`src/rtl/spi_mult_master.sv`:
```
// SPI master for the serial multiplier peripheral: shifts {a,b} out, waits,
// then shifts the 8-bit product back in and presents it with a done pulse.
module spi_mult_master #(
  parameter int unsigned CLK_DIV    = 4,
  parameter int unsigned GAP_CYCLES = 16
) (
  input  logic       clk,
  input  logic       rst_n,
  input  logic       start,
  input  logic [3:0] a,
  input  logic [3:0] b,
  output logic       busy,
  output logic       done,
  output logic [7:0] result,
  output logic       cs,
  output logic       sclk,
  output logic       mosi,
  input  logic       miso
);

  localparam int unsigned PERIOD  = 2 * CLK_DIV;
  localparam int unsigned CNT_MAX = (PERIOD > GAP_CYCLES) ? PERIOD : GAP_CYCLES;
  localparam int unsigned CNT_W   = $clog2(CNT_MAX + 1);

  localparam logic [CNT_W-1:0] LAST_HALF  = CNT_W'(CLK_DIV - 1);
  localparam logic [CNT_W-1:0] HIGH_START = CNT_W'(CLK_DIV);
  localparam logic [CNT_W-1:0] LAST_PER   = CNT_W'(PERIOD - 1);
  localparam logic [CNT_W-1:0] LAST_GAP   = CNT_W'(GAP_CYCLES - 1);

  localparam logic [2:0] S_IDLE = 3'd0;
  localparam logic [2:0] S_LEAD = 3'd1;
  localparam logic [2:0] S_TX   = 3'd2;
  localparam logic [2:0] S_GAP  = 3'd3;
  localparam logic [2:0] S_RX   = 3'd4;
  localparam logic [2:0] S_DONE = 3'd5;

  logic [2:0]       state_q, state_d;
  logic [CNT_W-1:0] cnt_q, cnt_d;
  logic [2:0]       bit_q, bit_d;
  logic [7:0]       tx_sr_q, tx_sr_d;
  logic [7:0]       rx_sr_q, rx_sr_d;
  logic [7:0]       result_q, result_d;
  logic             cs_q, cs_d;
  logic             sclk_q, sclk_d;
  logic             mosi_q, mosi_d;
  logic             busy_q, busy_d;
  logic             done_q, done_d;

  // Sequencing plus output decode from next-state values so every pin is a flop.
  always_comb begin
    state_d  = state_q;
    cnt_d    = cnt_q;
    bit_d    = bit_q;
    tx_sr_d  = tx_sr_q;
    rx_sr_d  = rx_sr_q;
    result_d = result_q;

    case (state_q)
      S_IDLE: begin
        if (start) begin
          state_d = S_LEAD;
          cnt_d   = '0;
          bit_d   = '0;
          tx_sr_d = {a, b};
          rx_sr_d = '0;
        end
      end
      S_LEAD: begin
        if (cnt_q == LAST_HALF) begin
          state_d = S_TX;
          cnt_d   = '0;
          bit_d   = '0;
        end else begin
          cnt_d = cnt_q + CNT_W'(1);
        end
      end
      S_TX: begin
        // MOSI advances only at the bit-period boundary (SCLK falling edge).
        if (cnt_q == LAST_PER) begin
          cnt_d   = '0;
          tx_sr_d = {tx_sr_q[6:0], 1'b0};
          if (bit_q == 3'd7) begin
            state_d = S_GAP;
          end else begin
            bit_d = bit_q + 3'd1;
          end
        end else begin
          cnt_d = cnt_q + CNT_W'(1);
        end
      end
      S_GAP: begin
        if (cnt_q == LAST_GAP) begin
          state_d = S_RX;
          cnt_d   = '0;
          bit_d   = '0;
        end else begin
          cnt_d = cnt_q + CNT_W'(1);
        end
      end
      S_RX: begin
        // Sample in the last cycle of the SCLK high half.
        if (cnt_q == LAST_PER) begin
          cnt_d   = '0;
          rx_sr_d = {rx_sr_q[6:0], miso};
          if (bit_q == 3'd7) begin
            state_d  = S_DONE;
            result_d = rx_sr_d;
          end else begin
            bit_d = bit_q + 3'd1;
          end
        end else begin
          cnt_d = cnt_q + CNT_W'(1);
        end
      end
      S_DONE: begin
        if (cnt_q == LAST_HALF) begin
          state_d = S_IDLE;
          cnt_d   = '0;
        end else begin
          cnt_d = cnt_q + CNT_W'(1);
        end
      end
      default: begin
        state_d = S_IDLE;
        cnt_d   = '0;
        bit_d   = '0;
      end
    endcase

    cs_d   = (state_d == S_IDLE) || (state_d == S_DONE);
    sclk_d = ((state_d == S_TX) || (state_d == S_RX)) && (cnt_d >= HIGH_START);
    mosi_d = ((state_d == S_LEAD) || (state_d == S_TX)) ? tx_sr_d[7] : 1'b0;
    busy_d = (state_d != S_IDLE);
    done_d = (state_d == S_DONE) && (cnt_d == LAST_HALF);
  end

  always_ff @(posedge clk or negedge rst_n) begin
    if (!rst_n) begin
      state_q  <= S_IDLE;
      cnt_q    <= '0;
      bit_q    <= '0;
      tx_sr_q  <= '0;
      rx_sr_q  <= '0;
      result_q <= '0;
      cs_q     <= 1'b1;
      sclk_q   <= 1'b0;
      mosi_q   <= 1'b0;
      busy_q   <= 1'b0;
      done_q   <= 1'b0;
    end else begin
      state_q  <= state_d;
      cnt_q    <= cnt_d;
      bit_q    <= bit_d;
      tx_sr_q  <= tx_sr_d;
      rx_sr_q  <= rx_sr_d;
      result_q <= result_d;
      cs_q     <= cs_d;
      sclk_q   <= sclk_d;
      mosi_q   <= mosi_d;
      busy_q   <= busy_d;
      done_q   <= done_d;
    end
  end

  assign busy   = busy_q;
  assign done   = done_q;
  assign result = result_q;
  assign cs     = cs_q;
  assign sclk   = sclk_q;
  assign mosi   = mosi_q;

endmodule

```
`config.mk`:
```
export PLATFORM = sky130hd
export DESIGN_NAME = spi_mult_master
export DESIGN_NICKNAME = d
export VERILOG_FILES = /design/src/rtl/spi_mult_master.sv
export SDC_FILE = /design/constraint.sdc
export NUM_CORES = 1
export LEC_CHECK = 0
export CORE_UTILIZATION = 50
export DETAILED_ROUTE_END_ITERATION = 10
export GPL_ROUTABILITY_DRIVEN = 0
export PLACE_DENSITY_LB_ADDON = 0.25
export RECOVER_POWER = 25
export SLEW_MARGIN = 20
export SYNTH_ARGS = -nofsm -noshare
export SYNTH_HDL_FRONTEND = slang
export SYNTH_SLANG_ARGS = --single-unit
```
`constraint.sdc`:
```
create_clock -name clk -period 5.5 [get_ports clk]
set_clock_uncertainty 0.1 [all_clocks]
set_input_delay 0.55 -clock clk [delete_from_list [all_inputs] [get_ports clk]]
set_output_delay 0.55 -clock clk [all_outputs]
set_load 0.01 [all_outputs]
```
==> results of run 1 <==
[area by class of cell]
| class | count | area share |
|---|---|---|
| flip-flops and latches | 39 | 0.428 |
| multi-input cells | 134 | 0.386 |
| repair buffers | 24 | 0.102 |
| clock buffers | 6 | 0.0318 |
| well taps | 48 | 0.0263 |
| inverters | 12 | 0.0197 |
| clock inverters | 2 | 0.00603 |
[cell usage after synthesis, types with 2 or more instances]
master    number  area share
a21o_1         4       0.016
a21oi_1        5       0.013
a22o_1         2      0.0091
a22oi_1        7       0.027
buf_2          3      0.0078
clkbuf_1       2      0.0039
dfrtp_1       38        0.49
ha_1           6       0.039
inv_1         12       0.023
mux2i_1        2       0.010
nand2_1       31       0.060
nand2b_1       3      0.0097
nand3_1       12       0.031
nor2_1         8       0.016
nor3_1         3      0.0078
nor3b_1        3       0.012
o21ai_0       14       0.036
o21ai_1        5       0.013
or3_1          3      0.0097
xnor2_1        3       0.014
[flip-flops by register name (all words and copies together) (netlist names)]
register,cells
mosi,1
busy,1
sclk,1
result,8
tx_sr_q,8
cs,1
cnt_q,5
bit_q,3
state_q,3
rx_sr_q,7
done,1
[metal layers]
metal | vias to the layer above | routed length (µm) | track usage
li1 | 720 | - | -
met1 | 698 | 1720 | 0.242
met2 | 35 | 1740 | 0.330
met3 | 9 | 141 | 0.0536
met4 | 0 | 97 | 0.119
met5 | - | 0 | 0
[worst max path at each step]
stage,start,end,slack [ps],cells after the start
final,state_q[2],result[0],2990,3
after floorplan,cnt_q[0],done,3310,9
after CTS,state_q[2],result[0],2480,3
after detailed placement,state_q[2],result[0],2490,3
after global routing,state_q[2],result[0],2780,3
after global placement,state_q[2],result[0],2630,3
[cells by family after synthesis]
kind of cell             share of synthesized area
AND/OR/NAND/NOR                              0.204
multiplexers                                0.0220
AO/OA/AOI/OAI                                0.170
XOR/XNOR                                    0.0181
flip-flops                                   0.505
adder cells (fa/ha/maj)                     0.0388
buffers and inverters                       0.0427
[power by group through the flow]
stage / Combinational, mW / Sequential, mW / Clock, mW
floorplan: 0.00267 / 0.296 / 0
global placement: 0.0178 / 0.296 / 0
detailed placement: 0.0183 / 0.296 / 0
CTS: 0.0184 / 0.291 / 0.192
global route: 0.0199 / 0.291 / 0.201
finish: 0.0177 / 0.291 / 0.188
[through the flow]
stage               power (mW)   util  setup WS [ps]
floorplan                0.299      -           3310
global placement         0.314  0.595           2630
detailed placement       0.314  0.595           2490
CTS                      0.501  0.618           2480
global route             0.512  0.619           2780
finish                   0.497  0.619           2990
[layout by cell type, fill, tap and decap left out, types with 2 or more instances in the layout]
cell type	n
a21o_1	4
mux2i_1	2
clkbuf_8	5
or3_1	3
nand2_1	31
nand2b_1	3
dfrtp_1	38
nand3_1	12
a22o_1	2
xnor2_1	3
nor3b_1	2
nor3_1	3
nor2_1	8
o21ai_1	5
clkdlybuf4s50_1	23
inv_1	12
a22oi_1	7
ha_1	6
a21oi_1	5
clkbuf_1	2
o21ai_0	14
==> metrics, run 1 <==
critical path arrival=2600 ps; PortBufs=24; Crit Reg-Reg Endpoint=result[0]; hold depth=1; EDFF count, synth=0; endpoints failing hold=0; NetSw=approximately 0.11 mW; CTS tree=yes; ANT nets after route=0; I/O Pins=25; layout cells sized above 1=0.0922; buffers and inverters on the worst path=0; Die H=64.2 µm; CP required=~5600 ps; initial antenna violation count=0; status=complete, but fails checks; P_int=approximately 0.39 mW; dpl cells=between 200 and 300; Sinks on Clock Net=39; Final period util=0.457; DP Area=around 0.0022 mm²; Clk pwr share=0.379; diode count=0; peak supply drop=roughly 0.00014 V; Vias=~1,500; flops & latches, synth=39; internal reg-to-reg setup slack=~3000 ps; Worst Hold Margin=about 370 ps; register share of total power=0.585; GRT Total Usage=0.203; wire length of the first global-routing pass=a little over 6000 µm; slowest CP cell=nor3b_2; Finished Cell Area=0.00228 mm²; area growth from synthesis to layout=18.0%; grt ovf=0; Slew @ Worst Pin=between 1500 and 2000 ps; Pleak=about 1.0 nW; area of the core=0.00369 mm²; final WL=3700 µm; Yosys cell types=46; RSZ-0062 raised after global routing=false; Die ar.=approximately 0.0041 mm²; Comb power frac=0.036; Avg WL per Cell=around 14 µm; DRC violations left=0; Mapped Nets=210; max frequency=around 400 MHz; Worst Hold Class=reg -> reg; asr flop ratio synth=1.00; Fin Setup TNS=0 ps; R2R cell count=3; hold path start=tx_sr_q[7]; Cell Count, Final, Fillers Out=265; post_cts resized=0; drt via density=5.52; vias in the first global route=approximately 1,400; Nets=234; Clock Tree Buf Depth=2; Cell Chain, Critical Path=nor3b_2 > nand3_1 > mux2_2; largest net degree at the start of global routing=40; Site Rows=22; multi-input logic area=approximately 880 µm²; Avg Inst Size Synth=approximately 10 µm²; Pwr per Cell Area=217 mW/mm²; filler cell count=322; Seq/Total Area, Yosys=0.505; insertion delay to the later sink of the worst-skew pair=about 290 ps; clk root buf=clkbuf_8; Post-synth top flop=dfrtp_1; Starting Density=0.525; Slew HR=-0.315; CTS buffer count=5; CP delay by family, top=simple AND/OR/NAND/NOR gates; minimum clock period after layout=roughly 2500 ps; HPWL Detailed=roughly 2600 µm; WS Path Type=reg -> reg; # hold bufs at CTS=0; startpoint types=register; Yosys Warn Count=0; Sequential Area=977 µm²; Final Max Slew Viols=40; CP Max Fanout=17; 1st-pass router iterations=4; Largest stage delay, worst path=640 ps; Cells after Synth=192; Worst Setup End Kind=register; MaxCap Viol Count=1; cell area after synthesis=around 0.0019 mm²; First DRT Iteration DRCs=65; RR Startpoint=state_q[2]; CTS clk-pin slew, worst paths=approximately 80 ps; final setup fails=0; switching portion of total power=0.219; CTS H-tree lvls=2; post-CTS setup buffers=0; violated checks=capacitance limit, slew limit; WHS Endpoint=tx_sr_q[7]; chip width=roughly 64 µm
Note: power is estimated with default switching activity, not from simulation.
==> inputs of run 2 (changes only) <==
- clock period: 5.5 -> 2.48 ns (I/O delays scaled with it)
==> run 2 against run 1 <==
Compared with the run above: the flow now finishes without violations; die area is the same; critical path depth up 6; wire length increased by 2.5%; count of clock-buffer cells in the layout unchanged; utilization up 2.7 points; sequential power up 120%; power grew 150%; sequential cell count did not move; worst hold slack better by 1.2 ps; first-iteration DRC count is 14% lower; combinational power rose by 130%; critical endpoint is now done; largest power group unchanged.
==> metrics, run 2 (synthesized netlist as in run 1, its figures left out) <==
Fin Setup TNS=0 ps (unchanged); layout cells sized above 1=0.125 (was 0.0922); Vias=1,521 (was 1,462); area of the core=0.00369 mm² (unchanged); CTS buffer count=5 (unchanged); Avg WL per Cell=13.9 µm (was 14.0 µm); largest net degree at the start of global routing=40 (unchanged); area growth from synthesis to layout=23.2% (was 18.0%); status=finished clean (was complete, but fails checks); DRC violations left=0 (unchanged); vias in the first global route=1,543 (was 1,402); CP Max Fanout=6 (was 17); startpoint types=register (unchanged); Die ar.=0.00412 mm² (unchanged); peak supply drop=0.000346 V (was 0.000139 V); Slew @ Worst Pin=911 ps (was 1970 ps); Site Rows=22 (unchanged); most frequent cells in the layout=dfrtp_1 (37), nand2_1 (31), clkdlybuf4s50_1 (23), o21ai_0 (14) (was dfrtp_1 (38), nand2_1 (31), clkdlybuf4s50_1 (23), o21ai_0 (14)); HPWL Detailed=2760 µm (was 2610 µm); Final period util=0.936 (was 0.457); R2R cell count=9 (was 3); Starting Density=0.525 (unchanged); PortBufs=24 (unchanged); WS Path Type=reg -> reg (unchanged); CP required=2570 ps (was 5590 ps); GRT Total Usage=0.211 (was 0.203); initial antenna violation count=0 (unchanged); endpoints failing hold=0 (unchanged); grt ovf=0 (unchanged); insertion delay to the later sink of the worst-skew pair=290 ps (about the same); wire length of the first global-routing pass=6730 µm (was 6170 µm); most common cell after layout, fill and taps aside=dfrtp_1 (unchanged); RSZ-0062 raised after global routing=false (unchanged); Worst Hold Margin=375 ps (was 374 ps); Slew HR=0.393 (was -0.315); First DRT Iteration DRCs=56 (was 65); Worst Hold Class=reg -> reg (unchanged); Clock Tree Buf Depth=2 (unchanged); final setup fails=0 (unchanged); Nets=241 (was 234); Final Max Slew Viols=0 (was 40); CTS clk-pin slew, worst paths=70 ps (was 80 ps); Worst Setup End Kind=register (unchanged); final WL=3790 µm (was 3700 µm); dpl ws=112 ps (was 2490 ps); setup ws final=159 ps (was 2990 ps); clk root buf=clkbuf_8 (unchanged); Pwr per Cell Area=513 mW/mm² (was 217 mW/mm²); MaxCap Viol Count=0 (was 1); I/O Pins=25 (unchanged); CTS tree=yes (unchanged); DP Area=0.00224 mm² (was 0.00219 mm²); chip width=64.2 µm (unchanged); drt via density=5.59 (was 5.52); hold depth=1 (unchanged); minimum clock period after layout=2320 ps (was 2510 ps); 1st-pass router iterations=4 (unchanged); CTS H-tree lvls=2 (unchanged); Pleak=1.07 nW (was 1.01 nW); ANT nets after route=0 (unchanged); Sinks on Clock Net=39 (unchanged); Die H=64.2 µm (unchanged); critical path arrival=2410 ps (was 2600 ps); Finished Cell Area=0.00238 mm² (was 0.00228 mm²); max frequency=431 MHz (was 398 MHz); diode count=0 (unchanged)
-- run 2: what timing repair did --
item,4_1_cts,5_1_grt
endpoints found under the setup margin,0,1
gates resized for setup,0,3
buffers inserted,0,0
hold endpoints to repair,27,0
hold buffers,1,0
-- run 2: final timing paths --
kind | to | slack [ps] | from
worst max-delay path | done | 160 | cnt_q[0]
worst min register to register | tx_sr_q[7] | 380 | tx_sr_q[7]
worst min-delay path | tx_sr_q[7] | 380 | tx_sr_q[7]
max in group asynchronous | cnt_q[0] | 1150 | rst_n
worst max register to register | done | 160 | cnt_q[0]
min in group asynchronous | tx_sr_q[3] | 520 | rst_n
-- run 2: critical path, stage by stage, from the launching register on --
cell	delay (ps)
dfrtp_2	450
ha_1	240
nand3_1	100
inv_1	50
ha_1	190
and4bb_1	300
o21ba_4	190
a221oi_4	320
a2111oi_4	60
and4_1	220
-- run 2: final cells by class --
class | count | area [µm²]
Sequential cell | 39 | 978
Clock inverter | 2 | 35.0
Inverter | 12 | 45.0
Fill cell | 290 | 1300
Clock buffer | 6 | 82.6
Timing Repair Buffer | 31 | 290
Tap cell | 48 | 60.1
Multi-Input combinational cell | 134 | 893
-- run 2: per-layer routing --
layer	vias to the layer above	part of all wire	global-route usage
met5	-	0	0
met4	0	0.018	0.111
met3	9	0.048	0.0446
met2	40	0.49	0.344
met1	736	0.44	0.263
li1	736	-	-
-- run 2: per-stage QoR --
step                utilization  power (mW)  instances
floorplan                     -       0.663        192
global placement          0.607       0.696        263
detailed placement        0.607       0.697        263
CTS                       0.641        1.24        272
global route              0.647        1.27        272
finish                    0.647        1.22        272
-- run 2: report_power, final --
| group | switching, mW | internal [mW] | leakage (nW) |
|---|---|---|---|
| sequential | 0.00249 | 0.642 | 0.495 |
| combinational | 0.0191 | 0.0214 | 0.516 |
| clock | 0.213 | 0.325 | 0.0612 |
